===== src/rtl/rv_core_pkg.sv =====
// Shared core types and defaults for the PC sequencer.
// Includes the state encoding and the alignment helper used by PC_MISALIGN_TRAP_EN builds.
package rv_core_pkg;

    localparam int unsigned XLEN_DEFAULT     = 32;
    localparam logic [31:0] RESET_PC_DEFAULT = 32'h0000_0000;
    localparam int unsigned PC_STEP_DEFAULT  = 4;

    typedef enum logic [1:0] {
        IDLE = 2'd0,
        REQ  = 2'd1,
        HOLD = 2'd2,
        TRAP = 2'd3
    } pc_state_e;

    // A fetch target is misaligned when either of its two low bits is set.
    function automatic logic is_misaligned(input logic [1:0] lsb);
        return lsb != 2'b00;
    endfunction

endpackage


===== src/rtl/pc_next_mux.sv =====
// Combinational next-pc select: redirect > hold > increment, plus the alignment check.
// With PC_MISALIGN_TRAP_EN the raw target passes and is flagged; otherwise its low bits are cleared.
module pc_next_mux
    import rv_core_pkg::*;
#(
    parameter int unsigned XLEN    = XLEN_DEFAULT,
    parameter int unsigned PC_STEP = PC_STEP_DEFAULT
) (
    input  logic [XLEN-1:0] pc,
    input  logic            hold,
    input  logic            redirect_valid,
    input  logic [XLEN-1:0] redirect_target,
    output logic [XLEN-1:0] next_pc_c,
    output logic            misaligned_c
);

    logic [XLEN-1:0] target;

`ifdef PC_MISALIGN_TRAP_EN
    assign target       = redirect_target;
    assign misaligned_c = redirect_valid && is_misaligned(redirect_target[1:0]);
`else
    assign target       = redirect_target & ~XLEN'(3);
    assign misaligned_c = 1'b0;
`endif

    // Increment wraps modulo 2^XLEN.
    always_comb begin
        next_pc_c = pc + XLEN'(PC_STEP);
        if (redirect_valid) begin
            next_pc_c = target;
        end else if (hold) begin
            next_pc_c = pc;
        end
    end

endmodule


===== src/rtl/pc_sequencer.sv =====
// Program counter sequencer driving a req/ack instruction-memory port with redirect squash.
// PC_MISALIGN_TRAP_EN enables the TRAP state for misaligned redirect targets.
module pc_sequencer
    import rv_core_pkg::*;
#(
    parameter int unsigned     XLEN     = XLEN_DEFAULT,
    parameter logic [XLEN-1:0] RESET_PC = XLEN'(RESET_PC_DEFAULT),
    parameter int unsigned     PC_STEP  = PC_STEP_DEFAULT
) (
    input  logic            clk,
    input  logic            rst_n,
    input  logic            stall,
    input  logic            redirect_valid,
    input  logic [XLEN-1:0] redirect_target,
    output logic            imem_req,
    output logic [XLEN-1:0] imem_addr,
    input  logic            imem_ack,
    output logic            instr_valid,
    output logic [XLEN-1:0] pc_out,
    output logic [XLEN-1:0] pc_plus_step,
    output logic            trap
);

    pc_state_e       state, state_d;
    logic [XLEN-1:0] pc, pc_d;
    logic [XLEN-1:0] pending_pc, pending_d;
    logic            squash, squash_d;
    logic            trap_q, trap_d;
    logic [XLEN-1:0] next_pc;
    logic            next_mis;
    logic            pending_mis;
    logic            mux_hold;

    // IDLE keeps the reset pc so the first fetch is RESET_PC.
    assign mux_hold = stall || (state == IDLE);

    pc_next_mux #(
        .XLEN   (XLEN),
        .PC_STEP(PC_STEP)
    ) u_next (
        .pc             (pc),
        .hold           (mux_hold),
        .redirect_valid (redirect_valid),
        .redirect_target(redirect_target),
        .next_pc_c      (next_pc),
        .misaligned_c   (next_mis)
    );

`ifdef PC_MISALIGN_TRAP_EN
    assign pending_mis = is_misaligned(pending_pc[1:0]);
`else
    assign pending_mis = 1'b0;
`endif

    always_comb begin
        state_d   = state;
        pc_d      = pc;
        pending_d = pending_pc;
        squash_d  = squash;
        case (state)
            IDLE: begin
                pc_d    = next_pc;
                state_d = next_mis ? TRAP : REQ;
            end
            REQ: begin
                if (imem_ack) begin
                    if (squash) begin
                        // Squashed return: a same-cycle redirect still overrides the pending target.
                        squash_d = 1'b0;
                        pc_d     = redirect_valid ? next_pc : pending_pc;
                        state_d  = (redirect_valid ? next_mis : pending_mis) ? TRAP : REQ;
                    end else begin
                        pc_d = next_pc;
                        if (next_mis) begin
                            state_d = TRAP;
                        end else if (stall && !redirect_valid) begin
                            state_d = HOLD;
                        end
                    end
                end else if (redirect_valid) begin
                    // Outstanding request cannot be cancelled; remember where to go after it returns.
                    pending_d = next_pc;
                    squash_d  = 1'b1;
                end
            end
            HOLD: begin
                pc_d = next_pc;
                if (next_mis) begin
                    state_d = TRAP;
                end else if (redirect_valid || !stall) begin
                    state_d = REQ;
                end
            end
            TRAP: begin
                state_d = TRAP;
            end
            default: begin
                state_d = IDLE;
            end
        endcase
        trap_d = (state_d == TRAP);
    end

    always_ff @(posedge clk or negedge rst_n) begin
        if (!rst_n) begin
            state        <= IDLE;
            pc           <= RESET_PC;
            pending_pc   <= RESET_PC;
            squash       <= 1'b0;
            trap_q       <= 1'b0;
            imem_req     <= 1'b0;
            imem_addr    <= RESET_PC;
            pc_plus_step <= RESET_PC + XLEN'(PC_STEP);
        end else begin
            state        <= state_d;
            pc           <= pc_d;
            pending_pc   <= pending_d;
            squash       <= squash_d;
            trap_q       <= trap_d;
            imem_req     <= (state_d == REQ);
            imem_addr    <= pc_d;
            pc_plus_step <= pc_d + XLEN'(PC_STEP);
        end
    end

    assign instr_valid = (state == REQ) && imem_ack && !squash;
    assign pc_out      = pc;
    assign trap        = trap_q;

endmodule


===== config.mk =====
export PLATFORM = sky130hd
export DESIGN_NAME = pc_sequencer
export DESIGN_NICKNAME = d
export VERILOG_FILES = /design/src/rtl/rv_core_pkg.sv /design/src/rtl/pc_next_mux.sv /design/src/rtl/pc_sequencer.sv
export SDC_FILE = /design/constraint.sdc
export NUM_CORES = 1
export LEC_CHECK = 0
export ABC_CLOCK_PERIOD_IN_PS = 9300
export CAP_MARGIN = 15
export CORE_MARGIN = 2
export CORE_UTILIZATION = 45
export CTS_CLUSTER_SIZE = 12
export DETAILED_ROUTE_END_ITERATION = 10
export GPL_TIMING_DRIVEN = 0
export HOLD_SLACK_MARGIN = 0.15
export PLACE_DENSITY_LB_ADDON = 0.15
export SYNTH_ARGS = -nofsm -noshare
export SYNTH_HDL_FRONTEND = slang
export SYNTH_HIERARCHICAL = 1
export SYNTH_SLANG_ARGS = --single-unit

===== constraint.sdc =====
create_clock -name clk -period 9.3 [get_ports clk]
set_clock_uncertainty 0.15 [all_clocks]
set_input_delay 1.86 -clock clk [delete_from_list [all_inputs] [get_ports clk]]
set_output_delay 1.86 -clock clk [all_outputs]
set_load 0.02 [all_outputs]

==> metrics.sh, run 1 <==
STATUS='finished, final reports clean'
PLACEABLECOREAREA_UM2=12670
GRT_PASS1_VIAS=5045
DIE_AREA_UM2=14010
CRITICALPATHCATEGORY='in -> out'
PIN_COUNT=136
POWERDENSITY_nW_PER_UM2=213.2
BUFFERS_AND_INVERTERS_ON_THE_WORST_PATH=3
SEQUENTIAL_AREA_SHARE_AFTER_SYNTHESIS=0.4211
R2R-END='pc_plus_step[31]'
FINAL-HOLD-VIOLATION-COUNT=0
YOSYSMOSTFREQUENTCELL='dfrtp_1'
WORST_SETUP_PATH_END_KIND='output port'
RSZ0062_AT_GRT='false'
NUM_CTS_BUFFERS=9
TIMING.CRITICAL_PATH.SLOWEST_STAGE_CELL='clkdlybuf4s50_1'
DRTPASS1ITERATIONS=6
NUMBER_OF_STORAGE_ELEMENTS_IN_THE_SYNTHESIS_NETLIST=99
P_TOTAL_mW=1.648
WORSTSKEWPAIRLATENCY_NS=0.35
MAPPEDNETLISTAREA_UM2=5886
WORST_SETUP_HOLD_PATH_CLK_SLEW_NS=0.06
TNS_NS=0
IO_BUFFER_COUNT=132
WORST_SETUP_START_KIND='primary input'
REPORT.FINAL.SLEW_VIOL_COUNT=0
POSTPLACECELLAREA_UM2=7447
HOLD_SLACK_NS=0.3569
PLACE.DETAILED.INSTANCES=892
WORST_SETUP_PATH_ENDPOINT='instr_valid'
CP_NUM_CELLS=5
SYN-INSTANCE-COUNT=587
FINAL.PERIOD_UTILIZATION=0.6303
REQUIRED_NS=7.29
ROUTE.DETAILED.VIAS_PER_INST=5.647
HOLD_PATH_CLASS='reg -> reg'
LAYOUT.CORE_UTILIZATION=0.6102
AVERAGE_ROUTED_WIRE_PER_STANDARD_CELL_UM=18.12
FINALSETUPVIOLATIONS=0
HOLDPATHSTAGES=2
POSTSYNTHAREAPERCELL_UM2=10.03
NUM-NETS-FINAL=770
VDD_DROP_MAX_uV=104.9
GRT_MAX_DEGREE=54
INITIAL_ANTENNA_VIOLATION_COUNT=0
SYNTH_COMMONEST_CELLS='dfrtp_1 (98), nand2_1 (55), buf_4 (36), mux2_2 (36), nor2_1 (36)'
CP_COMMON_CELL='clkdlybuf4s50_1'
STATIC-LEAKAGE-POWER_nW=3.354
REG2REG_FROM='state[0]'
FINALWEIGHTEDCONGESTION=0.8867
SYNTHDISTINCTLIBCELLS=75
CTS-ROOT-BUF='clkbuf_16'
ANTENNA_VIOLATING_NETS_POST_ROUTE=0
DRC=0
ITER_0_DRT_VIOLATIONS=313
INITIAL_CORE_UTIL=0.4645
NET_COUNT_AFTER_SYNTHESIS=626
POST_CTS_HOLD_BUFFER_COUNT=0
POST_CTS_RESIZE_COUNT=0
VIA_COUNT=5122
TRITONCTS_CLOCK_TREE='done'
FIN_CRIT_NS=5.861
REG2REG_SLACK_NS=4.51
FIRST_PASS_GRT_WIRE_LENGTH_MM=25.65
DETAILEDPLACE.WORSTSLACK_NS=3.275
MAXCLOCKFREQUENCY_MHz=170.6
ASYNCSETRESETFLOPFRACSYNTH=1.000
STDCELL_COUNT=907
DIE-HEIGHT_UM=118.4
CLOCK-SINKS=99
SYNTHTOPCELLSBYAREA='dfrtp_1 (42%), mux2_2 (6.9%), xnor2_1 (4.6%), buf_4 (4.6%), nand2_1 (3.5%)'
TIMING.CRITICAL_PATH.MAX_DELAY_FAMILY='buffers and inverters'
NUMBER_OF_ENABLE_FLIP_FLOP_CELLS_AFTER_SYNTHESIS=0
PATH_CELLS='clkdlybuf4s50_1, or3b_1, buf_6, nor2_1, clkdlybuf4s50_1'
GR-USAGE-ALL-LAYERS=0.2343
MULTI_INPUT_AREA_UM2=2902
SEQCELLAREA_UM2=2479
SYNTH_WARNINGS=6
DRIVE_ABOVE_1_SHARE=0.1810
WL_MM=16.44
DIODES=0
ROWS=41
CTSHTREEMAXLEVEL=3
CRITPATHLAUNCH='imem_ack'
SYNTHDOMINANTAREACELLTYPE='dfrtp_1'
CRITICAL_PATH.MAX_FANOUT=10
POSTSYNTH.TOPFLOPCELL='dfrtp_1'
HPWL_MM=11.98
TIMING_WORST_SLEW_PIN_VALUE_NS=0.9826
SLEW_HEADROOM=0.3389
SYNTH_TOP_AREA_SHARE=0.4167
DIE_X_UM=118.4
FILL_CELLS=1079
CRITPATHMAXSTAGEDELAY_NS=0.65
FINAL_AREA_UM2=7731
MAX-CLOCK-PATH-BUFFERS=2
POSTCTSSETUPREPAIRBUFS=0
GLOBALROUTE.TOTALOVERFLOW=0
DRV.MAX_CAP_VIOLATION_COUNT=0
CRIT_ARRIVAL_NS=3.85
SYNTHTOLAYOUTAREAGROWTH_PCT=31.36
MINIMUM_SETUP_SLACK_IN_THE_FINAL_DESIGN_NS=3.439
WORST_R2R_PATH_DEPTH=14
layout make-up:
type / count / area share
multi-input combinational: 398 / 0.3753
sequential: 99 / 0.3206
timing repair buffer: 133 / 0.1741
buffer: 66 / 0.05373
clock buffer: 10 / 0.02962
tap: 172 / 0.02784
inverter: 24 / 0.01165
clock inverter: 5 / 0.007121
tightest hold or removal path, cell delays in order (launching register included):
cell and delay (ns):
dfrtp_1 0.34, a22oi_1 0.07, nand2_1 0.06
power breakdown:
| part | internal (mW) | switching (mW) | total, mW |
|---|---|---|---|
| Sequential | 0.517 | 0.0953 | 0.612 |
| Clock | 0.206 | 0.160 | 0.366 |
| Combinational | 0.339 | 0.330 | 0.670 |
how the worst min path moves through the flow:
stage / startpoint / endpoint / slack (ns)
finish: pending_pc[1] / register / 0.36
global route: pending_pc[25] / pending_pc[25] / 0.38
CTS: pending_pc[1] / register / 0.35
detailed placement: pending_pc[1] / register / 0.34
global placement: pending_pc[0] / register / 0.33
floorplan: pending_pc[0] / register / 0.32
logic make-up (layout without fill, tap and decap cells):
kind of cell	Yosys count	after routing	synth area share
compound gates	106	106	0.1373
xor+xnor	41	41	0.06101
fa+ha+maj	2	2	0.004251
buf+inv	90	238	0.08589
flops	99	99	0.4211
mux	46	46	0.08589
other cells	1	1	0.0006371
simple gates	202	202	0.2039
routing by layer:
metal	vias up	wire, um	GRT usage
met2	228	7883	0.3862
met3	49	1128	0.04295
met4	0	713	0.1431
met5	-	0	0
li1	2370	-	-
met1	2475	6713	0.2841
cells in the final DEF (no fill, tap or decap), drive strengths merged, types with 3 or more instances in the layout:
cell / netlist / layout
dfrtp: 98 / 98
or3: 5 / 5
xnor2: 31 / 31
o31ai: 8 / 8
nor3: 10 / 10
o22ai: 3 / 3
nor3b: 5 / 5
buf: 51 / 53
mux2i: 10 / 10
inv: 24 / 24
nor2: 38 / 38
a211o: 3 / 3
nand3b: 3 / 3
o211ai: 3 / 3
and3: 18 / 18
clkdlybuf4s50: 0 / 131
xor2: 10 / 10
o21ai: 28 / 28
nand4b: 4 / 4
a31oi: 10 / 10
a221o: 9 / 9
nand3: 14 / 14
nand2: 55 / 55
nand4: 12 / 12
a22oi: 7 / 7
a222oi: 3 / 3
clkbuf: 13 / 23
nor2b: 6 / 6
or4: 13 / 13
a21oi: 9 / 9
a21boi: 8 / 8
mux2: 36 / 36
nor4: 7 / 7
a221oi: 7 / 7
sequential cells by signal (all words and copies together) (netlist names), named ones only:
name,count
pc_out,30
pc_plus_step,30
pending_pc,32
state,2
squash,1
imem_req,1
trap,1
(Power assumes the default switching activity.)
==> run 2, diff against run 1 <==
Settings changed: ABC_CLOCK_PERIOD_IN_PS 9300 to 5930.
Clock period 9.3 ns to 5.93 ns, I/O delays scaled along.
==> results of run 2 <==
The final DEF is identical to that of run 1. Status: finished, final reports clean.
Main changes from that run: setup slack after placement 3.275 ns -> 0.5789 ns; setup slack after layout 3.439 ns -> 0.8504 ns; start point of the critical path imem_ack -> stall; end point of the critical path instr_valid -> pc_plus_step[31]; register-to-register setup slack 4.51 ns -> 1.14 ns; total power 1.648 mW -> 2.585 mW; worst IR drop on VDD 104.9 uV -> 164.4 uV
